### src/rtl/tbufcam_issue.sv
// -----------------------------------------------------------------------------
// tbufcam_issue
//
// Issue/retire side of the translation-miss tracking path. Miss addresses are
// parked in per-thread slots, handed one at a time to the page-walk requester
// over a valid/ack handshake, and released when a response with a matching
// tag returns. A per-slot generation bit, toggled on every allocation, makes
// responses that belong to an earlier occupant of a slot miss the tag match.
//
// Ports
//   clk, rst              clock, asynchronous active-high reset
//   except, except_thread flush every slot of one thread
//   new_en/addr/thread    enqueue a miss for a thread
//   full                  no FREE slot in thread new_thread (combinational)
//   pending[t]            thread t owns at least one non-FREE slot
//   req_en/addr/thread    registered request to the walker, held until ack
//   req_tag               {gen, thread, slot} of the request
//   req_ack               walker accepts when req_en & req_ack
//   rsp_en, rsp_tag       response from the walker (always accepted)
//   rsp_done/addr/thread  registered one-cycle completion pulse to fetch
// -----------------------------------------------------------------------------
module tbufcam_issue #(
  parameter int WIDTH = 11,
  parameter int DEPTH = 4,
  localparam int IW = $clog2(DEPTH)
) (
  input  logic              clk,
  input  logic              rst,
  input  logic              except,
  input  logic              except_thread,
  input  logic              new_en,
  input  logic [WIDTH-1:0]  new_addr,
  input  logic              new_thread,
  output logic              full,
  output logic [1:0]        pending,
  output logic              req_en,
  output logic [WIDTH-1:0]  req_addr,
  output logic              req_thread,
  output logic [IW+1:0]     req_tag,
  input  logic              req_ack,
  input  logic              rsp_en,
  input  logic [IW+1:0]     rsp_tag,
  output logic              rsp_done,
  output logic [WIDTH-1:0]  rsp_addr,
  output logic              rsp_thread
);

  localparam int NS = 2 * DEPTH;

  // Slot states
  localparam logic [1:0] S_FREE   = 2'd0;
  localparam logic [1:0] S_WAIT   = 2'd1;
  localparam logic [1:0] S_ISSUED = 2'd2;

  // Issue FSM states
  localparam logic ST_IDLE = 1'b0;
  localparam logic ST_REQ  = 1'b1;

  // Slot index is {thread, slot}; thread 1 occupies the upper half.
  logic [NS-1:0]            is_free;
  logic [NS-1:0]            is_wait;
  logic [NS-1:0]            is_issued;
  logic [NS-1:0]            slot_gen;
  logic [NS-1:0][WIDTH-1:0] slot_addr;

  logic [DEPTH-1:0] free0, free1, wait0, wait1;
  assign free0 = is_free[DEPTH-1:0];
  assign free1 = is_free[NS-1:DEPTH];
  assign wait0 = is_wait[DEPTH-1:0];
  assign wait1 = is_wait[NS-1:DEPTH];

  logic fsm;
  logic rr;

  // Lowest set bit of a per-thread slot vector.
  function automatic logic [IW-1:0] lowest(input logic [DEPTH-1:0] v);
    logic [IW-1:0] idx;
    // NOTE: idx gets a value before the loop so every path assigns it; a
    // variable left unassigned on some path of combinational code infers a latch.
    idx = '0;
    for (int k = DEPTH - 1; k >= 0; k--) begin
      if (v[k]) idx = IW'(k);
    end
    return idx;
  endfunction

  // Flush request decoded per thread.
  logic [1:0] flush_thr;
  assign flush_thr = {except & except_thread, except & ~except_thread};

  // Occupancy is taken from registered slot state only.
  assign full    = new_thread ? ~|free1 : ~|free0;
  assign pending = {~&free1, ~&free0};

  // Allocation: lowest FREE slot of the owning thread; a flush of that thread
  // in the same cycle wins and the miss is dropped.
  logic          alloc_ok;
  logic [IW-1:0] alloc_slot;
  logic [IW:0]   alloc_idx;
  assign alloc_slot = lowest(new_thread ? free1 : free0);
  assign alloc_idx  = {new_thread, alloc_slot};
  assign alloc_ok   = new_en & ~full & ~flush_thr[new_thread];

  // Issue pick: round-robin between threads only when both have work; a
  // thread being flushed this cycle is not offered, since its slots vanish.
  logic [1:0]    cand;
  logic          pick_valid;
  logic          pick_thread;
  logic [IW-1:0] pick_slot;
  logic [IW:0]   pick_idx;
  assign cand        = {(|wait1) & ~flush_thr[1], (|wait0) & ~flush_thr[0]};
  assign pick_valid  = |cand;
  assign pick_thread = (&cand) ? rr : cand[1];
  assign pick_slot   = lowest(pick_thread ? wait1 : wait0);
  assign pick_idx    = {pick_thread, pick_slot};

  // Handshake outcome while a request is outstanding; flush beats ack.
  logic withdraw;
  logic ack_ok;
  assign withdraw = (fsm == ST_REQ) & flush_thr[req_thread];
  assign ack_ok   = (fsm == ST_REQ) & req_en & req_ack & ~flush_thr[req_thread];

  // Retire: tag must address an ISSUED slot whose generation still matches.
  logic [IW:0] rsp_idx;
  logic        ret_ok;
  assign rsp_idx = rsp_tag[IW:0];
  assign ret_ok  = rsp_en & is_issued[rsp_idx] &
                   (slot_gen[rsp_idx] == rsp_tag[IW+1]) &
                   ~flush_thr[rsp_tag[IW]];

  // Per-slot storage. Allocation, ack and retire always target different
  // slots (FREE, WAIT and ISSUED respectively), so the chain below only
  // orders them against flush.
  for (genvar i = 0; i < NS; i++) begin : g_slot
    localparam logic [IW:0] IDX = (IW+1)'(i);

    logic [1:0]       st;
    logic             gen;
    logic [WIDTH-1:0] addr;

    always_ff @(posedge clk or posedge rst) begin
      // NOTE: the slot array is small and its state/gen bits decide whether a
      // response is accepted, so it is reset along with the control state.
      if (rst) begin
        st   <= S_FREE;
        gen  <= 1'b0;
        addr <= '0;
      end else if (flush_thr[IDX[IW]]) begin
        st <= S_FREE;
      end else if (alloc_ok && (alloc_idx == IDX)) begin
        st   <= S_WAIT;
        addr <= new_addr;
        gen  <= ~gen;
      end else if (ack_ok && (req_tag[IW:0] == IDX)) begin
        st <= S_ISSUED;
      end else if (ret_ok && (rsp_idx == IDX)) begin
        st <= S_FREE;
      end
    end

    assign is_free[i]   = (st == S_FREE);
    assign is_wait[i]   = (st == S_WAIT);
    assign is_issued[i] = (st == S_ISSUED);
    assign slot_gen[i]  = gen;
    assign slot_addr[i] = addr;
  end

  // Issue FSM and completion register.
  always_ff @(posedge clk or posedge rst) begin
    // NOTE: sequential state uses non-blocking assignments so every register
    // samples pre-edge values regardless of statement order.
    if (rst) begin
      fsm        <= ST_IDLE;
      rr         <= 1'b0;
      req_en     <= 1'b0;
      req_addr   <= '0;
      req_thread <= 1'b0;
      req_tag    <= '0;
      rsp_done   <= 1'b0;
      rsp_addr   <= '0;
      rsp_thread <= 1'b0;
    end else begin
      rsp_done <= ret_ok;
      if (ret_ok) begin
        rsp_addr   <= slot_addr[rsp_idx];
        rsp_thread <= rsp_tag[IW];
      end

      case (fsm)
        ST_IDLE: begin
          if (pick_valid) begin
            req_en     <= 1'b1;
            req_addr   <= slot_addr[pick_idx];
            req_thread <= pick_thread;
            req_tag    <= {slot_gen[pick_idx], pick_idx};
            fsm        <= ST_REQ;
          end
        end
        default: begin
          // req_* held stable until accepted or withdrawn by a flush.
          if (withdraw) begin
            req_en <= 1'b0;
            fsm    <= ST_IDLE;
          end else if (ack_ok) begin
            req_en <= 1'b0;
            rr     <= ~req_thread;
            fsm    <= ST_IDLE;
          end
        end
      endcase
    end
  end

endmodule

### config.mk
export PLATFORM = sky130hd
export DESIGN_NAME = tbufcam_issue
export DESIGN_NICKNAME = d
export VERILOG_FILES = /design/src/rtl/tbufcam_issue.sv
export SDC_FILE = /design/constraint.sdc
export NUM_CORES = 1
export LEC_CHECK = 0
export CORE_MARGIN = 1.5
export CORE_UTILIZATION = 50
export CTS_CLUSTER_SIZE = 14
export DETAILED_ROUTE_END_ITERATION = 16
export PLACE_DENSITY = 0.73
export SLEW_MARGIN = 20
export SYNTH_ARGS = -nofsm -noshare
export SYNTH_HDL_FRONTEND = slang
export SYNTH_SLANG_ARGS = --single-unit
### constraint.sdc
create_clock -name clk -period 3.8 [get_ports clk]
set_input_delay 0.38 -clock clk [delete_from_list [all_inputs] [get_ports clk]]
set_output_delay 0.38 -clock clk [all_outputs]
set_load 0.01 [all_outputs]
## Yosys cells after proc, flatten, opt, wreduce, memory -nomap -nowiden

Index checks and enable logic that the tools add are counted.
W data, S select, Z words.

| cells by class | value |
|---|---|
| multiplexer cells | 68 |
| magnitude comparators | 5 |
| bitwise operators | 31 |
| reductions and logical operators | 67 |
| eq/ne operators | 39 |

Operators by type and width:

| kind | count |
|---|---|
| $mux W2 | 40 |
| $bmux W11 S3 | 2 |
| $eq A3 B3 Y1 const B | 12 |
| $reduce_bool A4 Y1 | 8 |
| $logic_and A1 B1 Y1 | 24 |
| $mux W11 | 2 |
| $reduce_and A2 Y1 | 11 |
| $mux W1 | 19 |
| $eq A3 B2 Y1 const B | 6 |
| $not A1 Y1 | 18 |
| $eq A2 B1 Y1 const B | 8 |
| $eq A2 B2 Y1 const B | 8 |
| $logic_not A2 Y1 | 8 |
| $reduce_or A4 Y1 | 4 |
| $and A1 B1 Y1 | 13 |
| $bmux W1 S3 | 3 |
| $eq A3 B1 Y1 const B | 3 |
| $logic_not A3 Y1 | 3 |
| $lt A3 B4 Y1 const B | 2 |
| $mux W4 | 2 |
| $reduce_and A4 Y1 | 2 |
| $lt A1 B2 Y1 const B | 3 |
| $logic_not A1 Y1 | 4 |
| $ne A3 B1 Y1 const B | 1 |
| other kinds (4) | 4 |

| word-level totals | value |
|---|---|
| output and inout port bits | 33 |
| word-level logic and storage cells | 243 |
| bits in registers | 144 |
| bits of input ports | 23 |

## Logic depth before layout (Yosys ltp)

Gate-level depths: netlist (run 1).

| logic depth | value |
|---|---|
| word-level depth | 13 |
| gate-level depth with buffers | 9 |
| gate-level depth less buffers | 6 |

## Worst setup path after synthesis (run 1)

Ideal clock, no wire load.

| timing path | value |
|---|---|
| path type | flip-flop to flip-flop |
| start point | register g_slot[5].st[0] |
| end point | register req_tag[3] |
| arrival time | 2.208 ns |
| path buffers | 1 |
| required time | 3.712 ns |
| clock period less this slack | 2.296 ns |
| library setup time | 0.088 ns |
| slack | 1.504 ns |
| stages on the path, launching flop included | 8 |
| cell sequence | dfrtp_1 > nor2b_2 > o41ai_4 > a2111oi_4 > a21oi_2 > buf_6 > mux4_2 > o2111ai_2 |

| on the way | value |
|---|---|
| word-level cells in the longest chain between the ends | 12 |
| elaborated cells on any way between the ends | 14 |
| those cells by class | eq/ne: 1; mux: 8; bitwise: 1; reduce/logical: 4 |

RTL lines:

| what | line | source |
|---|---|---|
| start, declared | 137 | `logic [1:0] st;` |
| start signal, assigned | 145 | `st <= S_FREE;` |
| start signal, assigned | 149 | `st <= S_FREE;` |
| start signal, assigned | 151 | `st <= S_WAIT;` |
| $eq A2 B1 Y1 (*) | 162 | `assign is_wait[i] = (st == S_WAIT);` |
| $reduce_or A4 Y1 | 111 | `assign cand = {(\|wait1) & ~flush_thr[1], (\|wait0) & ~flush_thr[0]};` |
| $and A1 B1 Y1 | 111 |  |
| $reduce_and A2 Y1 | 113 | `assign pick_thread = (&cand) ? rr : cand[1];` |
| $mux W1 | 113 |  |
| $mux W4 | 114 | `assign pick_slot = lowest(pick_thread ? wait1 : wait0);` |
| $mux W2 (4 in series) | 82 | `if (v[k]) idx = IW'(k);` |
| $bmux W1 S3 | 195 | `req_tag <= {slot_gen[pick_idx], pick_idx};` |
| $mux W1 (not written as such) | 195 |  |
| end signal, assigned | 195 |  |
| end, declared | 39 | `output logic [IW+1:0] req_tag,` |

Mark *: on every way between the ends. The rest lies on a longest branch, timed or not. The select of a mux whose other input is x is not followed.
A chain may end at the register's enable or synchronous reset.

## Worst setup path in the final report (run 1)

| timing path | value |
|---|---|
| start point | input rsp_tag[1] |
| end point | register g_slot[0].st[1] |

| on the way | value |
|---|---|
| word-level cells in the longest chain between the ends | 7 |
| elaborated cells on any way between the ends | 11 |
| those cells by class | eq/ne: 1; mux: 4; bitwise: 3; reduce/logical: 3 |

RTL lines:

| what | line | source |
|---|---|---|
| start, declared | 42 | `input logic [IW+1:0] rsp_tag,` |
| $bmux W1 S3 (on tied branches) | 127, 128 |  |
| $mux W1 (on tied branches) | 127, 128 |  |
| $and A1 B1 Y1 or $eq A1 B1 Y1 (tied branches) | 127, 128 |  |
| $and A1 B1 Y1 | 127 | `assign ret_ok = rsp_en & is_issued[rsp_idx] &` |
| $and A1 B1 Y1 | 128 | `(slot_gen[rsp_idx] == rsp_tag[IW+1]) &` |
| $logic_and A1 B1 Y1 (*) | 156 | `end else if (ret_ok && (rsp_idx == IDX)) begin` |
| $reduce_bool A4 Y1 (no source line) (*) | n/a |  |
| end signal, assigned | 151 |  |
| end signal, assigned | 155 | `st <= S_ISSUED;` |
| end signal, assigned | 157 | `st <= S_FREE;` |
| end, declared | 137 |  |

Marked as above.

==> summary.txt, run 1 <==
Clocking
  – H-tree levels: 4
  – Total CTS buffers: 17
  – Root Buffer: clkbuf_16
  – Clk slew on worst S/H paths: 0.06 ns
  – Clock sink count: 143
  – Clk_lat worst skew: 0.42 ns
  – Clock buffer depth: 2
  – CTS Hold Bufs: 0
  – Post_cts resized: 0
  – Setup repair bufs after CTS: 0
  – CTS tree: yes

Detailed routing
  – Top Metal Used: met4
  – Initial DRC count: 515
  – DRC violations left: 0
  – Post-route ant nets: 0
  – DR WL met2: 9710 µm
  – Via density: 6.335
  – DRT Wirelength: 20,550 µm
  – Met3 wire length: 1370 µm
  – TritonRoute pass-1 iters: 5
  – Wire length per cell: 22.19 µm
  – Via count: 5,866
  – M1 wire length: 8465 µm

Global route
  – GRT overflow: 0
  – Initial antenna violation count: 0
  – First-pass GRT wire length: 32,850 µm
  – Largest net degree at the start of global routing: 60
  – Gr usage total: 26.97%
  – Vias in the first global route: 6,120

Finish
  – Storage element area: 3578 µm²
  – Multi-input logic area: 3769 µm²
  – Fillers: 1,235
  – Ant diodes: 0
  – Area Overhead vs Synth: 16.37%
  – Layout cell share with drive strength beyond 1: 19.65%
  – Nets: 751

Synth
  – Number of flops mapped to enable cells by yosys: 0
  – Async set-reset flop share out of synthesis: 100.0%
  – Synthesis Warnings: 0
  – Syn avg cell area: 11.41 µm²
  – Syn Nets: 703
  – Netlist Area Pre-Place: 7760 µm²
  – Post-synth cell types: 62
  – Yosys reg bits: 143
  – Seq/Total Area, Yosys: 46.11%
  – Prevailing post-synth register cell: dfrtp_1
  – Post-Synthesis Cells: 680

Pwr
  – Power density over the cells: 787.7 nW/µm²
  – Max rail drop VDD: 362.8 µV
  – P_leak: 3.819 nW
  – Pwr Total: 7.113 mW

Worst setup path
  – CP max-delay cell: clkdlybuf4s50_1
  – Req. time, crit path: 4.08 ns
  – Setup CP Type: in2reg
  – Crit path buf inv count: 2
  – Worst endpoint data arrival time: 3.22 ns
  – Worst-path maximum fanout: 15
  – Largest delay contributor family on the critical path: buffers and inverters
  – Most used cell, CP: nor2_1
  – CP Cell Sequence: clkdlybuf4s50_1 > nor2_1 > a21boi_0 > a2111oi_0 > o211ai_1 > buf_4 > nor2_1 > a311oi_1
  – Launching element type of the critical path: input pin
  – Delay of the slowest cell on the worst path: 1.01 ns
  – CP Capture Type: flip-flop

Floorplan
  – # IOs: 56
  – Effective utilization at floorplan: 51.05%
  – Die Footprint: 16,280 µm²
  – Die Span Y: 127.6 µm
  – FP Rows: 45
  – Area of the core: 15,200 µm²
  – Chip Width: 127.6 µm

STA
  – Setup TNS: 0 ns
  – Relative slew slack: 34.81%
  – Final hold vios: 0
  – Final min period: 2.943 ns
  – Pins Over Slew Limit: 0
  – Final setup fails: 0
  – Slew @ Worst Pin: 0.9755 ns
  – RSZ-0062 raised after global routing: false
  – Clk_skew: 0.007317 ns
  – PnR worst setup slack: 0.8574 ns
  – WHS: 0.4746 ns
  – Fmax: 0.3398 GHz
  – Crit share post-route: 77.44%

Placed design
  – HPWL after detailed placement: 13,420 µm
  – DP Worst Slack: 0.5439 ns
  – Placer congestion estimate: 0.9329
  – I/O Buffers: 55

Min path
  – Worst Hold Class: in2async

Run status
  – Outcome: completed

Run
  – Max cap viols: 0
layer usage:
layer	track usage [%]	up-vias
li1	-	2540
met1	34.96	2999
met2	42.32	250
met3	5.528	77
met4	15.80	0
met5	0	-
cells in the mapped netlist (7+ instances only):
library cell,n,share of area (%)
o21a_1,24,2.3
o211ai_1,17,1.6
buf_2,10,0.64
clkbuf_1,25,1.2
or3_1,7,0.56
nand2b_1,10,0.81
mux2_1,35,5.1
nor3b_1,25,2.4
mux4_2,36,10
xnor2_1,7,0.79
nor2_1,28,1.4
mux2_2,43,6.2
nand2_1,56,2.7
inv_1,61,3.0
o21ai_0,45,2.9
dfrtp_1,143,46
mux2i_1,12,1.5
power by group:
| part | switching, mW | total [mW] | internal (mW) |
|---|---|---|---|
| Sequential | 0.535 | 2.73 | 2.19 |
| Combinational | 1.44 | 2.92 | 1.48 |
| Clock | 0.592 | 1.47 | 0.874 |
| Total | 2.56 | 7.11 | 4.55 |
placed cells by master (no fill, tap or decap), types with 3 or more instances in the layout:
cell and instances:
o21ai_0 45, a31oi_1 5, dfrtp_1 143, o2111ai_1 6, nor3_1 4, nor2_1 28, o21a_1 24, mux2i_1 12
xnor2_1 7, nand2b_1 10, inv_1 60, mux2_2 43, nor2b_1 3, nand2_1 56, clkbuf_16 17, buf_4 17
nand3_1 3, o2111ai_2 6, xor2_1 3, nor3b_1 25, o211ai_1 17, nor2b_2 3, o21bai_1 3, mux4_2 36
mux2_1 35, or3_1 7, clkbuf_8 3, a21oi_1 6, a21o_1 4, a211oi_1 3, clkbuf_1 8, clkdlybuf4s50_1 54
path summary, 6_finish.rpt:
kind,from,endpoint,slack [ns],depth (start not counted)
min in group clk,rsp_addr[6],rsp_addr[6],0.48,2
max in group asynchronous,rst,g_slot[2].addr[8],2.49,3
setup / recovery,rsp_tag[1],g_slot[0].st[1],0.86,8
setup reg to reg,g_slot[3].st[0],g_slot[2].addr[3],1.23,5
hold / removal,rst,g_slot[1].st[0],0.47,2
hold reg to reg,rsp_addr[6],rsp_addr[6],0.48,2
registers in the layout, indices dropped and copies added (netlist names):
name / cells
rsp_done: 1
g_slot.gen: 8
rr: 1
req_addr: 11
rsp_addr: 11
rsp_thread: 1
fsm: 1
req_tag: 4
g_slot.st: 16
g_slot.addr: 88
req_en: 1
logic make-up (layout without fill, tap and decap cells):
family                 count (synthesis)  count (layout)  share of synthesized area [%]
AO/OA/AOI/OAI                        140             140                          13.35
XOR/XNOR                              10              10                          1.129
flip-flops                           143             143                          46.11
buffers and inverters                106             164                          5.627
multiplexers                         126             126                          23.32
AND/OR/NAND/NOR                      155             155                          10.46
stage by stage:
step | utilization [%] | cells | cell area (µm²)
2_1_floorplan | - | 680 | 7764
3_3_place_gp | 56.10 | 897 | 8528
3_5_place_dp | 56.10 | 897 | 8528
4_1_cts | 59.40 | 926 | 9030
5_1_grt | 59.40 | 926 | 9030
6_report | 59.40 | 926 | 9030
layout make-up:
cell class                      count  area share (%)
Sequential cell                   143           39.63
Timing Repair Buffer               74           7.898
Tap cell                          188           2.605
Inverter                           61           2.577
Clock inverter                      1         0.05542
Clock buffer                       28           5.501
Multi-Input combinational cell    431           41.73
(Power assumes the default switching activity.)
==> run 2: changes to the inputs <==
- clock period: 3.8 -> 2.4 ns (I/O delays scaled with it)
==> summary.txt, run 2 (synthesis results as in run 1) <==
Detailed routing
  – DRC violations left: 0 (unchanged)
  – Via density: 6.169 (was 6.335)
  – Wire length per cell: 21.53 µm (was 22.19 µm)
  – Via count: 5,996 (was 5,866)
  – DRT Wirelength: 20,930 µm (was 20,550 µm)
  – DR WL met2: 10,010 µm (was 9710 µm)
  – Met3 wire length: 1415 µm (was 1370 µm)
  – M1 wire length: 8704 µm (was 8465 µm)
  – Post-route ant nets: 0 (unchanged)
  – Initial DRC count: 444 (was 515)
  – Top Metal Used: met4 (unchanged)
  – TritonRoute pass-1 iters: 9 (was 5)

STA
  – Final setup fails: 0 (unchanged)
  – Final min period: 2.334 ns
  – Pins Over Slew Limit: 0 (unchanged)
  – Crit share post-route: 97.23%
  – Fmax: 0.4285 GHz
  – Clk_skew: 0.01043 ns (was 0.007317 ns)
  – Relative slew slack: 51.52% (was 34.81%)
  – RSZ-0062 raised after global routing: false (unchanged)
  – Slew @ Worst Pin: 0.7265 ns (was 0.9755 ns)
  – Final hold vios: 0 (unchanged)

Global route
  – First-pass GRT wire length: 33,950 µm (was 32,850 µm)
  – Initial antenna violation count: 0 (unchanged)
  – Largest net degree at the start of global routing: 52 (was 60)
  – Gr usage total: 27.61% (was 26.97%)
  – Vias in the first global route: 6,254 (was 6,120)
  – GRT overflow: 0 (unchanged)

Worst setup path
  – CP Capture Type: flip-flop (unchanged)
  – Start point of the critical path: g_slot[3].st[0] (was rsp_tag[1])
  – Worst endpoint data arrival time: 2.63 ns (was 3.22 ns)
  – Launching element type of the critical path: flip-flop (was input pin)
  – Setup CP Type: reg2reg (was in2reg)
  – Reg2reg start: g_slot[3].st[0] (unchanged)
  – Worst-path maximum fanout: 14 (was 15)
  – Req. time, crit path: 2.70 ns (was 4.08 ns)

Finish
  – Area Overhead vs Synth: 23.98% (was 16.37%)
  – Biggest register: g_slot.addr (unchanged)
  – Ant diodes: 0 (unchanged)
  – Largest register FFs: 88 (unchanged)
  – Most common cell after layout, fill and taps aside: dfrtp_1 (unchanged)
  – Commonest non-fill, non-tap cells in the layout: 140 x dfrtp_1, 60 x inv_1, 56 x nand2_1 (was 143 x dfrtp_1, 60 x inv_1, 56 x nand2_1)
  – Final Util: 63.28% (was 59.40%)
  – Nets: 795 (was 751)
  – Top Registers: g_slot.addr x88, g_slot.st x16 (unchanged)
  – Layout cell share with drive strength beyond 1: 26.15% (was 19.65%)
  – Post-route cell area: 9620 µm² (was 9030 µm²)

Pwr
  – Net Sw Power: 4.237 mW (was 2.562 mW)
  – Combinational Power Share: 41.2% (was 41.0%)
  – Internal: 7.670 mW (was 4.551 mW)
  – P_leak: 4.127 nW (was 3.819 nW)
  – Sw frac: 35.58% (was 36.02%)
  – Register share of total power: 36.4% (was 38.3%)
  – Clock network power share: 22.5% (was 20.6%)
  – Power density over the cells: 1238 nW/µm² (was 787.7 nW/µm²)
  – Max rail drop VDD: 688.3 µV (was 362.8 µV)
  – Pwr Total: 11.91 mW (was 7.113 mW)

Clocking
  – Total CTS buffers: 17 (unchanged)
  – H-tree levels: 4 (unchanged)
  – Root Buffer: clkbuf_16 (unchanged)
  – Clock sink count: 143 (unchanged)
  – Clk_lat worst skew: 0.43 ns (was 0.42 ns)
  – Clock buffer depth: 2 (unchanged)
  – CTS tree: yes (unchanged)
  – Clk slew on worst S/H paths: 0.06 ns (about the same)

Run
  – Max cap viols: 0 (unchanged)

Floorplan
  – Effective utilization at floorplan: 51.05% (unchanged)
  – Area of the core: 15,200 µm² (unchanged)
  – Die Span Y: 127.6 µm (unchanged)
  – Die Footprint: 16,280 µm² (unchanged)
  – FP Rows: 45 (unchanged)
  – Chip Width: 127.6 µm (unchanged)
  – # IOs: 56 (unchanged)

Placed design
  – HPWL after detailed placement: 14,110 µm (was 13,420 µm)
  – Placed instance area: 9001 µm² (was 8528 µm²)
  – Placer congestion estimate: 0.9014 (was 0.9329)
  – I/O Buffers: 55 (unchanged)

Run status
  – Outcome: completed (unchanged)

Min path
  – Worst Hold Class: in2async (unchanged)
[run 2: cell count changes in the layout (fill, tap and decap cells not counted), moves of 2 or more]
| cell | before | now |
|---|---|---|
| buf_4 | 17 | 49 |
| buf_12 | 2 | 14 |
| clkbuf_1 | 8 | 0 |
| clkinvlp_4 | 1 | 4 |
| dfrtp_1 | 143 | 140 |
| dfrtp_2 | 0 | 3 |
| inv_6 | 0 | 3 |
| bufinv_16 | 0 | 2 |
| clkbuf_8 | 3 | 1 |
| clkinv_4 | 0 | 2 |
| inv_8 | 0 | 2 |
[run 2: area by class of cell]
class                           instances  area (µm²)
Clock buffer                           18       439.2
Clock inverter                         13       153.9
Fill cell                            1162        5582
Inverter                               61       232.7
Multi-Input combinational cell        431        3784
Sequential cell                       143        3582
Tap cell                              188       235.2
Timing Repair Buffer                  118        1194
[run 2: repair_timing]
action                                  4_1_cts  5_1_grt
buffers inserted                              0        1
resized for setup                             1        5
hold buffers                                  0        0
gates cloned                                  0        0
pin swaps                                     0        2
endpoints found under the setup margin       12       15
[run 2: worst paths after layout]
path                                           end  slack [ns]  depth (start not counted)
worst max-delay path            g_slot[3].addr[10]        0.07                          6
worst min-delay path                   rsp_addr[3]        0.30                          2
worst max register to register  g_slot[3].addr[10]        0.07                          6
worst min register to register          rsp_thread        0.48                          1
max in group asynchronous        g_slot[3].addr[9]        1.44                          3
min in group clk                   g_slot[7].st[1]        0.40                          3
[run 2: worst max-delay path: stages, from the launching register on]
cell	delay, ns
dfrtp_1	0.43
nor2_1	0.23
nor4_2	0.09
or4b_1	0.55
or3_1	0.39
buf_12	0.18
mux2_1	0.33
[run 2: through the flow]
stage	setup TNS [ns]	std cells	setup WS, ns	hold slack [ns]
final	0	972	0.06645	0.3043
after global routing	0	972	0.006923	0.3234
after CTS	0	971	0.03702	0.2972
after detailed placement	-5.812	940	-0.2127	0.4719
after global placement	-4.043	940	-0.1671	0.4641
after floorplan	0	680	0.1043	0.3568
[run 2: metal layers]
metal	GRT usage, %	vias to the layer above
met2	43.78	249
met5	0	-
met1	36.78	3052
met4	12.43	0
met3	5.946	56
li1	-	2639
[run 2: power by group through the flow]
stage | logic, mW | clock network, mW | registers (mW)
2_1_floorplan | 3.11 | 0 | 4.15
3_3_place_gp | 4.68 | 0 | 4.24
3_5_place_dp | 4.84 | 0 | 4.32
4_1_cts | 4.89 | 2.70 | 4.31
5_1_grt | 5.31 | 2.81 | 4.47
6_report | 4.90 | 2.67 | 4.33
